$ cat config.mk
export PLATFORM = sky130hd
export DESIGN_NAME = mem_access_unit
export DESIGN_NICKNAME = d
export VERILOG_FILES = /design/src/rtl/mau_pkg.sv /design/src/rtl/mau_format.sv /design/src/rtl/mem_access_unit.sv
export SDC_FILE = /design/constraint.sdc
export NUM_CORES = 1
export LEC_CHECK = 0
export CORE_UTILIZATION = 30
export CTS_CLUSTER_DIAMETER = 100
export DETAILED_ROUTE_END_ITERATION = 7
export PLACE_DENSITY = 0.6
export RECOVER_POWER = 50
export SYNTH_ARGS = -nofsm -noshare
export SYNTH_HDL_FRONTEND = slang
export SYNTH_HIERARCHICAL = 1
export SYNTH_SLANG_ARGS = --single-unit
$ cat constraint.sdc
create_clock -name clk -period 4 [get_ports clk]
set_input_delay 0.4 -clock clk [delete_from_list [all_inputs] [get_ports clk]]
set_output_delay 0.4 -clock clk [all_outputs]
set_load 0.02 [all_outputs]
$ cat src/rtl/mau_pkg.sv
// Shared definitions for the load/store sequencer: size encodings, FSM states
// and the accept-to-response latencies of each request class.
package mau_pkg;

  localparam logic [1:0] SZ_B   = 2'b00;
  localparam logic [1:0] SZ_H   = 2'b01;
  localparam logic [1:0] SZ_W   = 2'b10;
  localparam logic [1:0] SZ_RSV = 2'b11;

  typedef enum logic [2:0] {
    ST_IDLE = 3'd0,
    ST_RD   = 3'd1,
    ST_RDW  = 3'd2,
    ST_WR   = 3'd3,
    ST_RESP = 3'd4
  } mau_state_t;

  // Cycles from the accept edge to the resp_valid cycle
  localparam int LAT_ERR = 1;
  localparam int LAT_WST = 2;
  localparam int LAT_LD  = 3;
  localparam int LAT_SST = 4;

endpackage

$ cat src/rtl/mau_format.sv
// Combinational data formatting: extracts and extends load data from the
// captured big-endian word, and merges sub-word store data into it.
module mau_format
  import mau_pkg::*;
#(
  parameter int DW = 32
) (
  input  logic [1:0]    size,
  input  logic          sext,
  input  logic [DW-1:0] rd,
  input  logic [DW-1:0] wdata,
  output logic [DW-1:0] ld_data,
  output logic [DW-1:0] st_data
);

  function automatic logic [DW-1:0] ext8(input logic [7:0] b, input logic s);
    return {{(DW-8){s & b[7]}}, b};
  endfunction

  function automatic logic [DW-1:0] ext16(input logic [15:0] h, input logic s);
    return {{(DW-16){s & h[15]}}, h};
  endfunction

  // The addressed byte sits on the top lane; stores replace the top lanes only
  always_comb begin
    ld_data = '0;
    st_data = '0;
    case (size)
      SZ_B: begin
        ld_data = ext8(rd[DW-1 -: 8], sext);
        st_data = {wdata[7:0], rd[DW-9:0]};
      end
      SZ_H: begin
        ld_data = ext16(rd[DW-1 -: 16], sext);
        st_data = {wdata[15:0], rd[DW-17:0]};
      end
      SZ_W: begin
        ld_data = rd;
        st_data = wdata;
      end
      default: begin
        ld_data = '0;
        st_data = '0;
      end
    endcase
  end

endmodule

$ cat src/rtl/mem_access_unit.sv
// Load/store sequencer between the CPU datapath and byte-banked data memory.
// One request at a time; sub-word stores are read-modify-write.
// Optional: MAU_MISALIGN_TRAP_EN turns misaligned half/word accesses into errors.
module mem_access_unit
  import mau_pkg::*;
#(
  parameter int AW = 15,
  parameter int DW = 32
) (
  input  logic          clk,
  input  logic          rst_n,
  input  logic          req_valid,
  output logic          req_ready,
  input  logic          req_we,
  input  logic [1:0]    req_size,
  input  logic          req_sext,
  input  logic [AW-1:0] req_addr,
  input  logic [DW-1:0] req_wdata,
  output logic          resp_valid,
  output logic          resp_err,
  output logic [DW-1:0] resp_rdata,
  output logic [AW-1:0] mem_addr,
  output logic [DW-1:0] mem_wdata,
  output logic          mem_read,
  output logic          mem_write,
  input  logic [DW-1:0] mem_rdata
);

  mau_state_t    state, state_nx;
  logic          accept;
  logic          req_err;
  logic          we_q, sext_q, err_q;
  logic [1:0]    size_q;
  logic [AW-1:0] addr_q;
  logic [DW-1:0] wdata_q;
  logic [DW-1:0] rd_q;
  logic [DW-1:0] ld_data, st_data;

  assign accept = req_valid & req_ready;

  // Classify the incoming request as an error before any memory access
  always_comb begin
    req_err = (req_size == SZ_RSV);
`ifdef MAU_MISALIGN_TRAP_EN
    if ((req_size == SZ_H) && req_addr[0])
      req_err = 1'b1;
    if ((req_size == SZ_W) && (req_addr[1:0] != 2'b00))
      req_err = 1'b1;
`endif
  end

  // State register; reset aborts any operation in flight
  always_ff @(posedge clk) begin
    if (!rst_n)
      state <= ST_IDLE;
    else
      state <= state_nx;
  end

  // Request fields are held from accept until the response
  always_ff @(posedge clk) begin
    if (accept) begin
      we_q    <= req_we;
      size_q  <= req_size;
      sext_q  <= req_sext;
      addr_q  <= req_addr;
      wdata_q <= req_wdata;
      err_q   <= req_err;
    end
  end

  // Memory data is valid in RDW, one cycle after the address was presented
  always_ff @(posedge clk) begin
    if (state == ST_RDW)
      rd_q <= mem_rdata;
  end

  mau_format #(.DW(DW)) u_format (
    .size    (size_q),
    .sext    (sext_q),
    .rd      (rd_q),
    .wdata   (wdata_q),
    .ld_data (ld_data),
    .st_data (st_data)
  );

  // Next-state and output decode; every output idles at zero
  always_comb begin
    state_nx   = state;
    req_ready  = 1'b0;
    resp_valid = 1'b0;
    resp_err   = 1'b0;
    resp_rdata = '0;
    mem_addr   = '0;
    mem_wdata  = '0;
    mem_read   = 1'b0;
    mem_write  = 1'b0;
    case (state)
      ST_IDLE: begin
        req_ready = rst_n;
        if (req_valid) begin
          if (req_err)
            state_nx = ST_RESP;
          else if (req_we && (req_size == SZ_W))
            state_nx = ST_WR;
          else
            state_nx = ST_RD;
        end
      end
      ST_RD: begin
        mem_read = 1'b1;
        mem_addr = addr_q;
        state_nx = ST_RDW;
      end
      ST_RDW: begin
        mem_read = 1'b1;
        mem_addr = addr_q;
        state_nx = we_q ? ST_WR : ST_RESP;
      end
      ST_WR: begin
        mem_write = 1'b1;
        mem_addr  = addr_q;
        mem_wdata = st_data;
        state_nx  = ST_RESP;
      end
      ST_RESP: begin
        resp_valid = 1'b1;
        resp_err   = err_q;
        resp_rdata = (err_q || we_q) ? '0 : ld_data;
        state_nx   = ST_IDLE;
      end
      default: state_nx = ST_IDLE;
    endcase
  end

endmodule

# Word level (Yosys, flattened, before mapping)
# Index checks and enable logic that the tools add are counted.
# word_totals
regBits	87
inputBits	86
output_inout_bits	84
elab_cells	41
# op_classes
n_eq_ne	9
muxes	16
bitwise_logic	2
reduce_logical	6
# ops
operator	n
32-bit case mux with 3 select lines	2
32-bit two-way mux	3
15-bit two-way mux	1
3-bit case mux with 4 select lines	1
3-bit two-way mux	3
2-bit == test, second input constant	3
3-bit by 2-bit == test with 1-bit output, second input constant	2
1-bit two-way mux	5
3-bit by 1-bit == test with 1-bit output, second input constant	1
3-bit == test, second input constant	1
3-bit logical NOT	1
3-bit OR reduction	1
1-bit bitwise AND	2
2-bit by 1-bit == test with 1-bit output, second input constant	1
2-bit logical NOT	1
2-bit two-way mux	1
2-bit != test, second input constant	1
2-bit OR reduction	1
1-bit logical AND	1
1-bit logical OR	1

# Depth between registers and ports, before layout
# Gate-level depths: netlist of the first run.
# logic_depth
depth_word	6
ltp_mapped	5
depth_no_buf	3

# Cells and area by module
# The synthesis of the first run kept the hierarchy.
# modules_own_cells
module	instances	cells_each	area_each_um2	seq_area_each_um2
mem_access_unit	1	200	3313.2	2582.5
mau_format	1	146	1108.6	0.0

# Worst setup path after synthesis of the first run
# OpenSTA, ideal clock, no wires.
# synth_timing
kind	reg-to-reg
from	register state[1]
to	register rd_q[0] (enable)
setup_ns	0.468
t_arrival_ns	2.842
t_required_ns	3.532
slack_ns	0.690
path_stages_with_launch	3
n_path_buf	1
period_less_slack_ns	3.310
path_cell_list	dfxtp_1 > buf_4 > nor3b_1
# synth_between
elab_chain_len	1
# synth_lines
item	line_no	source
from (decl)	mem_access_unit.sv:29	mau_state_t state, state_nx;
from (signal assigned)	mem_access_unit.sv:57	state <= state_nx;
3-bit by 2-bit == test with 1-bit output	mem_access_unit.sv:74	if (state == ST_RDW)
to (signal assigned)	mem_access_unit.sv:75	rd_q <= mem_rdata;
to (decl)	mem_access_unit.sv:36	logic [DW-1:0] rd_q;
# No other way between the ends.
# A chain may end at the register's enable or synchronous reset.

# Final worst setup path of the first run
# layout_timing
from	register size_q[1]
to	output mem_wdata[24]
# layout_between
elab_chain_len	3
word_cells_on_any_way	5
cone_classes	eq/ne (2); mux (2); reduce/logical (1)
# layout_lines
item	line_no	source
from (decl)	mem_access_unit.sv:33	logic [1:0] size_q;
from (signal assigned)	mem_access_unit.sv:64	size_q <= req_size;
2-bit == test (tied with other cells)	mau_format.sv:28	case (size)
32-bit case mux with 3 select lines (*)	mau_format.sv:28	
via st_data[24]	mem_access_unit.sv:37	logic [DW-1:0] ld_data, st_data;
32-bit two-way mux (*)	mem_access_unit.sv:98	case (state)
to (decl)	mem_access_unit.sv:23	output logic [DW-1:0] mem_wdata,
# Mark *: on every way through the listed nets, which the timed path passes. The rest lies on a longest branch.

==> results of run 1 <==
[placed cells by master, fill, tap and decap left out, types with 3 or more instances in the layout]
cell type        netlist  final
o211ai_1               7      7
buf_4                  6      9
clkdlybuf4s50_1        0     85
nor2_1                 3      3
o2bb2ai_1              8      8
o21ai_1               16     16
a22o_1                16     16
mux2i_1               24     24
clkbuf_16              0      9
dlygate4sd3_1          0     84
nand2_1                7      7
edfxtp_1              84     84
and2_1                82     80
dfxtp_1                3      3
nand3b_1              24     24
a21o_1                15     15
[worst paths after layout]
check                           slack [ns]                   from                     to  depth (start not counted)
worst max-delay path                  0.80    size_q[1]$_DFFE_PP_          mem_wdata[24]                          4
worst max register to register        1.17  state[2]$_SDFFE_PN0P_    addr_q[8]$_DFFE_PP_                          4
worst min register to register        0.65  state[1]$_SDFFE_PN0P_  state[1]$_SDFFE_PN0P_                          2
worst min-delay path                  0.65  state[1]$_SDFFE_PN0P_  state[1]$_SDFFE_PN0P_                          2
[worst reg2reg max path, stage by stage, from the launching register on]
cell	delay, ns
dfxtp_1	0.37
nand2b_1	0.22
nor3_1	0.21
and2_0	1.07
buf_4	0.58
[cell type report]
class                      count  share of cell area, %
tap                          184                   3.55
antenna                        1                 0.0386
clock inverter                 7                  0.849
inverter                       2                  0.116
clock buffer                   9                   3.47
multi-input combinational    227                   24.9
timing repair buffer         180                   27.2
sequential                    87                   39.8
[registers in the layout (all words and copies together) (netlist names)]
name / flops
wdata_q: 32
size_q: 2
state: 3
we_q: 1
err_q: 1
sext_q: 1
addr_q: 15
rd_q: 32
[kinds of logic (layout without fill, tap and decap cells)]
kind of cell,after synthesis,in the layout
muxes,24,24
DFF,87,87
xor gates and xnor gates,1,1
other,0,1
and+or+nand+nor,133,133
AOI/OAI and AO/OA,69,69
buffers and inverters,32,198
[metal layers]
metal	global-route usage [%]	part of all wire [%]
met1	20.0	43
met2	27.6	49
met3	5.35	7.3
met4	4.59	0.99
met5	0	0.065
[metrics by stage]
| step | setup slack [ns] | util, % | hold WS, ns | instances |
|---|---|---|---|---|
| 3_3_place_gp | 1.20 | 42.9 | 0.609 | 680 |
| 5_1_grt | 0.645 | 44.8 | 0.668 | 696 |
| 3_5_place_dp | 1.18 | 42.9 | 0.628 | 680 |
| 2_1_floorplan | 0.690 | - | 0.499 | 346 |
| 4_1_cts | 0.800 | 44.9 | 0.602 | 696 |
| 6_report | 0.796 | 44.8 | 0.647 | 697 |
[power breakdown]
group | internal, mW | switching, mW
sequential | 1.06 | 0.0326
combinational | 0.152 | 0.140
clock | 0.428 | 0.367
total | 1.64 | 0.539
==> flow_summary.json, run 1 <==
{
  "status": "finished clean",
  "synthMostInstantiatedCell": "edfxtp_1",
  "gp_routability_congestion": 0.794,
  "synthesis.nets": 432,
  "tritoncts": "yes",
  "tightest_slew_ns": 1.36,
  "placement.io_buffers": 169,
  "critPathLaunchType": "register",
  "final_layout_size_suffix_gt1_share_pct": 5.47,
  "total_negative_slack_ns": 0,
  "yosys_warnings": 6,
  "critPathTopFamily": "simple AND/OR/NAND/NOR gates",
  "maximum_resistive_drop_on_vdd_mv": 0.230,
  "rsz_0062_raised_after_global_routing": "false",
  "synth_area_leader_cell": "edfxtp_1",
  "synth.top_cells.by_area": "edfxtp_1, and2_1, mux2i_1",
  "initial_antenna_violation_count": 1,
  "final_antenna_net_count": 0,
  "post_cts.resized_instances": 0,
  "synth_xor_area_share_pct": 0.198,
  "post_drt_wl_per_cell_um": 17.8,
  "cts-htree-levels": 3,
  "timing.critical_path.cells": "nor2b_1, o2bb2ai_1, and2_1, clkdlybuf4s50_1",
  "firstDrtPassIters": 4,
  "vias_per_cell": 4.77,
  "worst_path_max_delay_cell": "nor2b_1",
  "post_synth_fa_ha_maj_area_fraction_pct": 0,
  "die-height_um": 123,
  "clock-root-buffer": "clkbuf_16",
  "dp_hpwl_mm": 9.07,
  "multi_input_comb_area_sq_um": 1610,
  "fmaxAchievable_mhz": 312,
  "ys_seq_elements": 87,
  "cts.sink_count": 87,
  "power_per_standard_cell_area_nw_per_um2": 336,
  "synth-seq-area-share_pct": 58.4,
  "cts.clk_slew.worst_paths_ns": 0.06,
  "synth_top_family_by_area": "simple AND/OR/NAND/NOR gates",
  "vias_in_the_first_global_route": 3332,
  "final_hold_viol_count": 0,
  "critical_path.endpoint_type": "output pin",
  "netlist_top_cells_count": "edfxtp_1, and2_1, mux2i_1, nand3b_1",
  "drt_drc_violations_left": 0,
  "track_usage_pct": 16.4,
  "grt_start_max_net_pins": 40,
  "hold_path.class": "register to register",
  "area.sequential_sq_um": 2580,
  "routed_wirelength_mm": 12.4,
  "critical_path_required_ns": 3.60,
  "stdcell_area_sq_um": 6480,
  "relSlewSlack_pct": 9.27,
  "maxCapViolations": 0,
  "grt_first_pass_wirelength_mm": 18.3,
  "setup_violation_total_in_the_final_timing_report": 0,
  "buffering_stage_count_on_the_worst_path_with_inverters_included": 1,
  "vias": 3323,
  "clock_insertion_delay_worst_skew_ns": 0.34,
  "areaGrowthSynthToFinish_pct": 46.6,
  "timing_max_transition_violations_final": 0,
  "syn_area_sq_um": 4420,
  "die_width_um": 123,
  "rows": 44,
  "synth_async_sr_flop_share_pct": 0,
  "leakage_nw": 2.39,
  "basic_gate_share_of_the_synthesized_area_counting_and_or_nand_and_nor_cells_pct": 19.4,
  "synth_edf_count": 84,
  "critical_path_class": "register to output pin",
  "finalCriticalPeriod_ns": 3.20,
  "synth.lib_cells_used.distinct": 40,
  "multiplexer_area_fraction_after_synthesis_pct": 5.43,
  "initialDrtViolationCount": 161,
  "cts_setup_buffers": 0,
  "cp_max_fo": 24,
  "yosysTopAreaCellShare_pct": 57.0,
  "synthesis.instances": 346,
  "total_power_mw": 2.18,
  "yosys_most_used_dff": "edfxtp_1",
  "die_area_sq_um": 15200,
  "postSynthAreaPerCell_sq_um": 12.8,
  "grt_remaining_overflow": 0,
  "placed_cell_area_sq_um": 6210,
  "compound_gate_fraction_of_synth_area_pct": 11.4,
  "cts-buffers-inserted": 9,
  "placeable_core_area_sq_um": 14500,
  "slowest_delay_ns": 0.82,
  "finalCritPeriodShare_pct": 80.1,
  "ios": 170,
  "nets": 593,
  "ctsLongestPathBuffers": 2,
  "fillers": 1355,
  "clock_skew_ns": 0.00898,
  "post_cts_hold_buffer_count": 0,
  "critPathArrivalTime_ns": 2.80,
  "initial_util_pct": 30.5
}
Power figures use the tool's default switching activity.
==> run 2, diff against run 1 <==
--- a/config.mk
+++ b/config.mk
@@ -8,7 +8,7 @@
 export CORE_UTILIZATION = 30
 export CTS_CLUSTER_DIAMETER = 100
 export DETAILED_ROUTE_END_ITERATION = 7
-export PLACE_DENSITY = 0.6
+export PLACE_DENSITY = 0.63
 export RECOVER_POWER = 50
 export SYNTH_ARGS = -nofsm -noshare
 export SYNTH_HDL_FRONTEND = slang
==> constraint.sdc (replaced) <==
create_clock -name clk -period 2.7 [get_ports clk]
set_input_delay 0.27 -clock clk [delete_from_list [all_inputs] [get_ports clk]]
set_output_delay 0.27 -clock clk [all_outputs]
set_load 0.02 [all_outputs]
==> run 2 against run 1 <==
- sequential power is 48% higher
- critical path type unchanged
- largest power group unchanged
- wire length is 0.45% lower
- clock skew decreased by 0.0030 ns
==> flow_summary.json, run 2 (same netlist as run 1, synthesis figures left out) <==
{
  "placement.setup.worst_slack_ns": 0.432,
  "firstDrtPassIters": 4,
  "fillers": 1335,
  "maxCapViolations": 0,
  "critical_path.startpoint": "size_q[1]$_DFFE_PP_",
  "initial_util_pct": 30.5,
  "vias": 3293,
  "grt_remaining_overflow": 0,
  "placement.io_buffers": 169,
  "gp_routability_congestion": 0.807,
  "leakage_nw": 2.42,
  "vias_in_the_first_global_route": 3376,
  "layout_setup_ws_ns": 0.0295,
  "final_antenna_net_count": 0,
  "post_drt_wl_per_cell_um": 17.6,
  "die-height_um": 123,
  "reg2reg_from": "state[2]$_SDFFE_PN0P_",
  "areaGrowthSynthToFinish_pct": 47.6,
  "net-switching-power_uw": 779,
  "die_area_sq_um": 15200,
  "cp_max_fo": 17,
  "routed_wirelength_mm": 12.3,
  "relSlewSlack_pct": 41.6,
  "rsz_0062_raised_after_global_routing": "true",
  "final_layout_size_suffix_gt1_share_pct": 6.41,
  "post-route-util_pct": 45.1,
  "critical_path_class": "register to output pin",
  "critPathArrivalTime_ns": 2.40,
  "fmaxAchievable_mhz": 374,
  "critical_path.endpoint_type": "output pin",
  "nets": 596,
  "initial_antenna_violation_count": 1,
  "tightest_slew_ns": 0.876,
  "grt_first_pass_wirelength_mm": 18.4,
  "cts.sink_count": 87,
  "stdcell_area_sq_um": 6530,
  "switching_share_pct": 24.2,
  "critPathLaunchType": "register",
  "rows": 44,
  "biggest_regs": "rd_q x32, wdata_q x32, addr_q x15",
  "total_negative_slack_ns": 0,
  "cts.clk_slew.worst_paths_ns": 0.07,
  "clockPowerShare_pct": 36.0,
  "die_width_um": 123,
  "clock-root-buffer": "clkbuf_16",
  "dp_hpwl_mm": 9.11,
  "clock_skew_ns": 0.00600,
  "final_hold_viol_count": 0,
  "min_from": "req_addr[2]",
  "track_usage_pct": 16.6,
  "mostFrequentLayoutCell": "clkdlybuf4s50_1",
  "cts-htree-levels": 3,
  "status": "finished clean",
  "grt_start_max_net_pins": 44,
  "cts-buffers-inserted": 9,
  "placeable_core_area_sq_um": 14500,
  "power_per_standard_cell_area_nw_per_um2": 493,
  "finalCritPeriodShare_pct": 98.9,
  "placedCellCount": 683,
  "placed_cell_area_sq_um": 6260,
  "ctsLongestPathBuffers": 2,
  "tritoncts": "yes",
  "cts_setup_buffers": 0,
  "critical_path_required_ns": 2.43,
  "timing_max_transition_violations_final": 0,
  "maximum_resistive_drop_on_vdd_mv": 0.314,
  "instances_no_fill": 700,
  "initialDrtViolationCount": 224,
  "ios": 170,
  "drt_drc_violations_left": 0,
  "final_cell_mix": "clkdlybuf4s50_1, edfxtp_1, dlygate4sd3_1, and2_1",
  "comb_power_share_pct": 13.8,
  "sequential_share_of_power_pct": 50.2,
  "finalCriticalPeriod_ns": 2.67,
  "total_power_mw": 3.22,
  "vias_per_cell": 4.70,
  "post_cts.resized_instances": 0,
  "power.internal_mw": 2.44,
  "setup_violation_total_in_the_final_timing_report": 0,
  "hold_path.class": "input port to register",
  "clock_insertion_delay_worst_skew_ns": 0.34,
  "hold-worst-slack_ns": 0.549
}
[run 2: per-layer routing]
metal  vias to the layer above  track usage (%)  part of all wire [%]
met2                       128             29.2                    51
met5                         -                0                     0
li1                       1592                -                     -
met1                      1555             19.0                    41
met3                        18             4.29                   6.6
met4                         0             6.85                   2.2
[run 2: worst max-delay path: stages (launching register included)]
cell             delay (ns)
edfxtp_1               0.47
inv_1                  0.58
a22o_1                 0.25
and2_1                 0.12
clkdlybuf4s50_1        0.63
[run 2: what timing repair did]
item	CTS	global route
hold buffers	0	0
setup endpoints to repair	0	29
hold endpoints to repair	0	0
[run 2: path summary, 6_finish.rpt]
kind / endpoint / slack [ns] / cells past startpoint
setup / recovery: mem_wdata[0] / 0.03 / 4
setup reg to reg: addr_q[5]$_DFFE_PP_ / 0.76 / 4
hold / removal: addr_q[2]$_DFFE_PP_ / 0.55 / 1
hold reg to reg: state[0]$_SDFFE_PN0P_ / 0.64 / 2
[run 2: area by class of cell]
cell class                      count  area (sq um)  share of cell area [%]
Sequential cell                    87          2580                    39.6
Timing Repair Buffer              183          1810                    27.7
Multi-Input combinational cell    227          1620                    24.8
Tap cell                          184           230                    3.53
Clock buffer                       10           229                    3.51
Clock inverter                      6          51.3                   0.786
Inverter                            2          7.51                   0.115
Antenna cell                        1          2.50                  0.0384
[run 2: power by group through the flow]
stage | clock network (mW) | logic (mW) | registers [mW]
after floorplan | 0 | 0.243 | 1.62
after global placement | 0 | 0.469 | 1.64
after detailed placement | 0 | 0.474 | 1.64
after CTS | 1.21 | 0.477 | 1.61
after global routing | 1.25 | 0.483 | 1.62
final | 1.16 | 0.443 | 1.61
==> run 3, diff against run 2 <==
--- a/config.mk
+++ b/config.mk
@@ -5,10 +5,13 @@
 export SDC_FILE = /design/constraint.sdc
 export NUM_CORES = 1
 export LEC_CHECK = 0
+export CELL_PAD_IN_SITES_DETAIL_PLACEMENT = 0
+export CELL_PAD_IN_SITES_GLOBAL_PLACEMENT = 1
 export CORE_UTILIZATION = 30
 export CTS_CLUSTER_DIAMETER = 100
+export CTS_CLUSTER_SIZE = 28
 export DETAILED_ROUTE_END_ITERATION = 7
-export PLACE_DENSITY = 0.63
+export PLACE_DENSITY = 0.77
 export RECOVER_POWER = 50
 export SYNTH_ARGS = -nofsm -noshare
 export SYNTH_HDL_FRONTEND = slang
==> run 3 against run 2 <==
- utilization fell by 0.078 points
- first-iteration DRC count is 39% lower
- power decreased by 0.51%
- sequential power is essentially flat
- combinational power is 1% lower
- largest cell class unchanged
==> flow_summary.json, run 3 (same netlist as run 1, synthesis figures left out) <==
{
  "grt_remaining_overflow": 0,
  "cts.clk_slew.worst_paths_ns": 0.06,
  "area.sequential_sq_um": 2580,
  "fillers": 1383,
  "setup_violation_total_in_the_final_timing_report": 0,
  "dr_wl_met3_um": 851,
  "placement.setup.worst_slack_ns": 0.475,
  "clock-root-buffer": "clkbuf_16",
  "ctsLongestPathBuffers": 2,
  "nets": 596,
  "finalCritPeriodShare_pct": 93.5,
  "timing_max_transition_violations_final": 0,
  "cts.sink_count": 87,
  "firstDrtPassIters": 4,
  "initial_antenna_violation_count": 1,
  "slowest_delay_ns": 0.60,
  "die_area_sq_um": 15200,
  "critical_path_class": "register to output pin",
  "hold_path.class": "input port to register",
  "die_width_um": 123,
  "post_drt_wl_per_cell_um": 17.5,
  "drt_drc_violations_left": 0,
  "placeable_core_area_sq_um": 14500,
  "grt_start_max_net_pins": 53,
  "cts-htree-levels": 3,
  "placement.io_buffers": 169,
  "rows": 44,
  "die-height_um": 123,
  "route.top_layer_used": "met5",
  "maxCapViolations": 0,
  "routed_wirelength_mm": 12.3,
  "tritoncts": "yes",
  "final_cell_mix": "clkdlybuf4s50_1, edfxtp_1, dlygate4sd3_1, and2_1",
  "critical_path_required_ns": 2.43,
  "cp_max_fo": 42,
  "fmaxAchievable_mhz": 396,
  "post_cts_hold_buffer_count": 0,
  "timing.critical_path.cells": "buf_4, nand3b_1, o211ai_1, and2_1, clkdlybuf4s50_1",
  "critPathTopFamily": "buffers and inverters",
  "multi_input_comb_area_sq_um": 1630,
  "cts-buffers-inserted": 9,
  "power_per_standard_cell_area_nw_per_um2": 491,
  "drt-met1-wl_mm": 4.88,
  "buffering_stage_count_on_the_worst_path_with_inverters_included": 2,
  "final_antenna_net_count": 0,
  "clock_insertion_delay_worst_skew_ns": 0.34,
  "status": "finished clean",
  "met2RoutedLength_mm": 6.18,
  "biggest_regs": "rd_q x32, wdata_q x32, addr_q x15",
  "total_negative_slack_ns": 0,
  "leakage_nw": 2.41,
  "vias": 3305,
  "critPathArrivalTime_ns": 2.25,
  "gp_routability_congestion": 0.833,
  "maximum_resistive_drop_on_vdd_mv": 0.225,
  "track_usage_pct": 16.5,
  "mostFrequentLayoutCell": "clkdlybuf4s50_1",
  "clock_skew_ns": 0.00360,
  "critPathLaunchType": "register",
  "cts_setup_buffers": 0,
  "grt_first_pass_wirelength_mm": 18.2,
  "post-route-util_pct": 45.0,
  "areaGrowthSynthToFinish_pct": 47.3,
  "rsz_0062_raised_after_global_routing": "false",
  "worst_path_max_delay_cell": "clkdlybuf4s50_1",
  "tightest_slew_ns": 1.39,
  "dp_hpwl_mm": 8.94,
  "initial_util_pct": 30.5,
  "final_hold_viol_count": 0,
  "layout_setup_ws_ns": 0.176,
  "initialDrtViolationCount": 137,
  "antenna_cells": 0,
  "relSlewSlack_pct": 7.60,
  "post_cts.resized_instances": 0,
  "vias_per_cell": 4.73,
  "finalCriticalPeriod_ns": 2.52,
  "ios": 170,
  "critical_path.endpoint_type": "output pin",
  "final_layout_size_suffix_gt1_share_pct": 6.41,
  "vias_in_the_first_global_route": 3369
}
[run 3: worst paths after layout]
kind / start / endpoint / slack, ns / depth (start not counted)
max: size_q[0]$_DFFE_PP_ / resp_rdata[13] / 0.18 / 5
min: req_addr[11] / addr_q[11]$_DFFE_PP_ / 0.55 / 1
max reg2reg: state[2]$_SDFFE_PN0P_ / wdata_q[5]$_DFFE_PP_ / 0.31 / 4
min reg2reg: state[1]$_SDFFE_PN0P_ / state[1]$_SDFFE_PN0P_ / 0.64 / 2
[run 3: power by group]
| part | switching (mW) | internal, mW |
|---|---|---|
| Clock | 0.521 | 0.623 |
| Sequential | 0.0471 | 1.57 |
| Combinational | 0.208 | 0.230 |
| Total | 0.776 | 2.42 |
[run 3: area by class of cell]
type,instances,area share (%)
clock buffer,9,3.46
clock inverter,7,0.730
inverter,2,0.115
multi-input combinational,227,25.0
sequential,87,39.6
tap,184,3.53
timing repair buffer,183,27.6
[run 3: per-stage QoR]
step                      instances  area (sq um)  power [mW]  hold WS, ns
after CTS                       699          6530        3.27        0.465
after detailed placement        683          6260        2.12        0.608
after global routing            699          6510        3.34        0.532
after global placement          683          6260        2.11        0.615
final                           699          6510        3.20        0.548
after floorplan                 346          4430        1.86        0.369
[run 3: worst reg2reg max path, stage by stage, from the launching register on]
cell      delay [ns]
dfxtp_1         0.38
nand2b_1        0.22
nor3_1          0.19
and2_2          0.17
clkbuf_2        1.01
[run 3: per-layer routing]
metal | up-vias | track usage [%]
met2 | 121 | 29.0
met4 | 2 | 7.30
met3 | 24 | 4.89
met5 | - | 0
li1 | 1592 | -
met1 | 1566 | 18.3
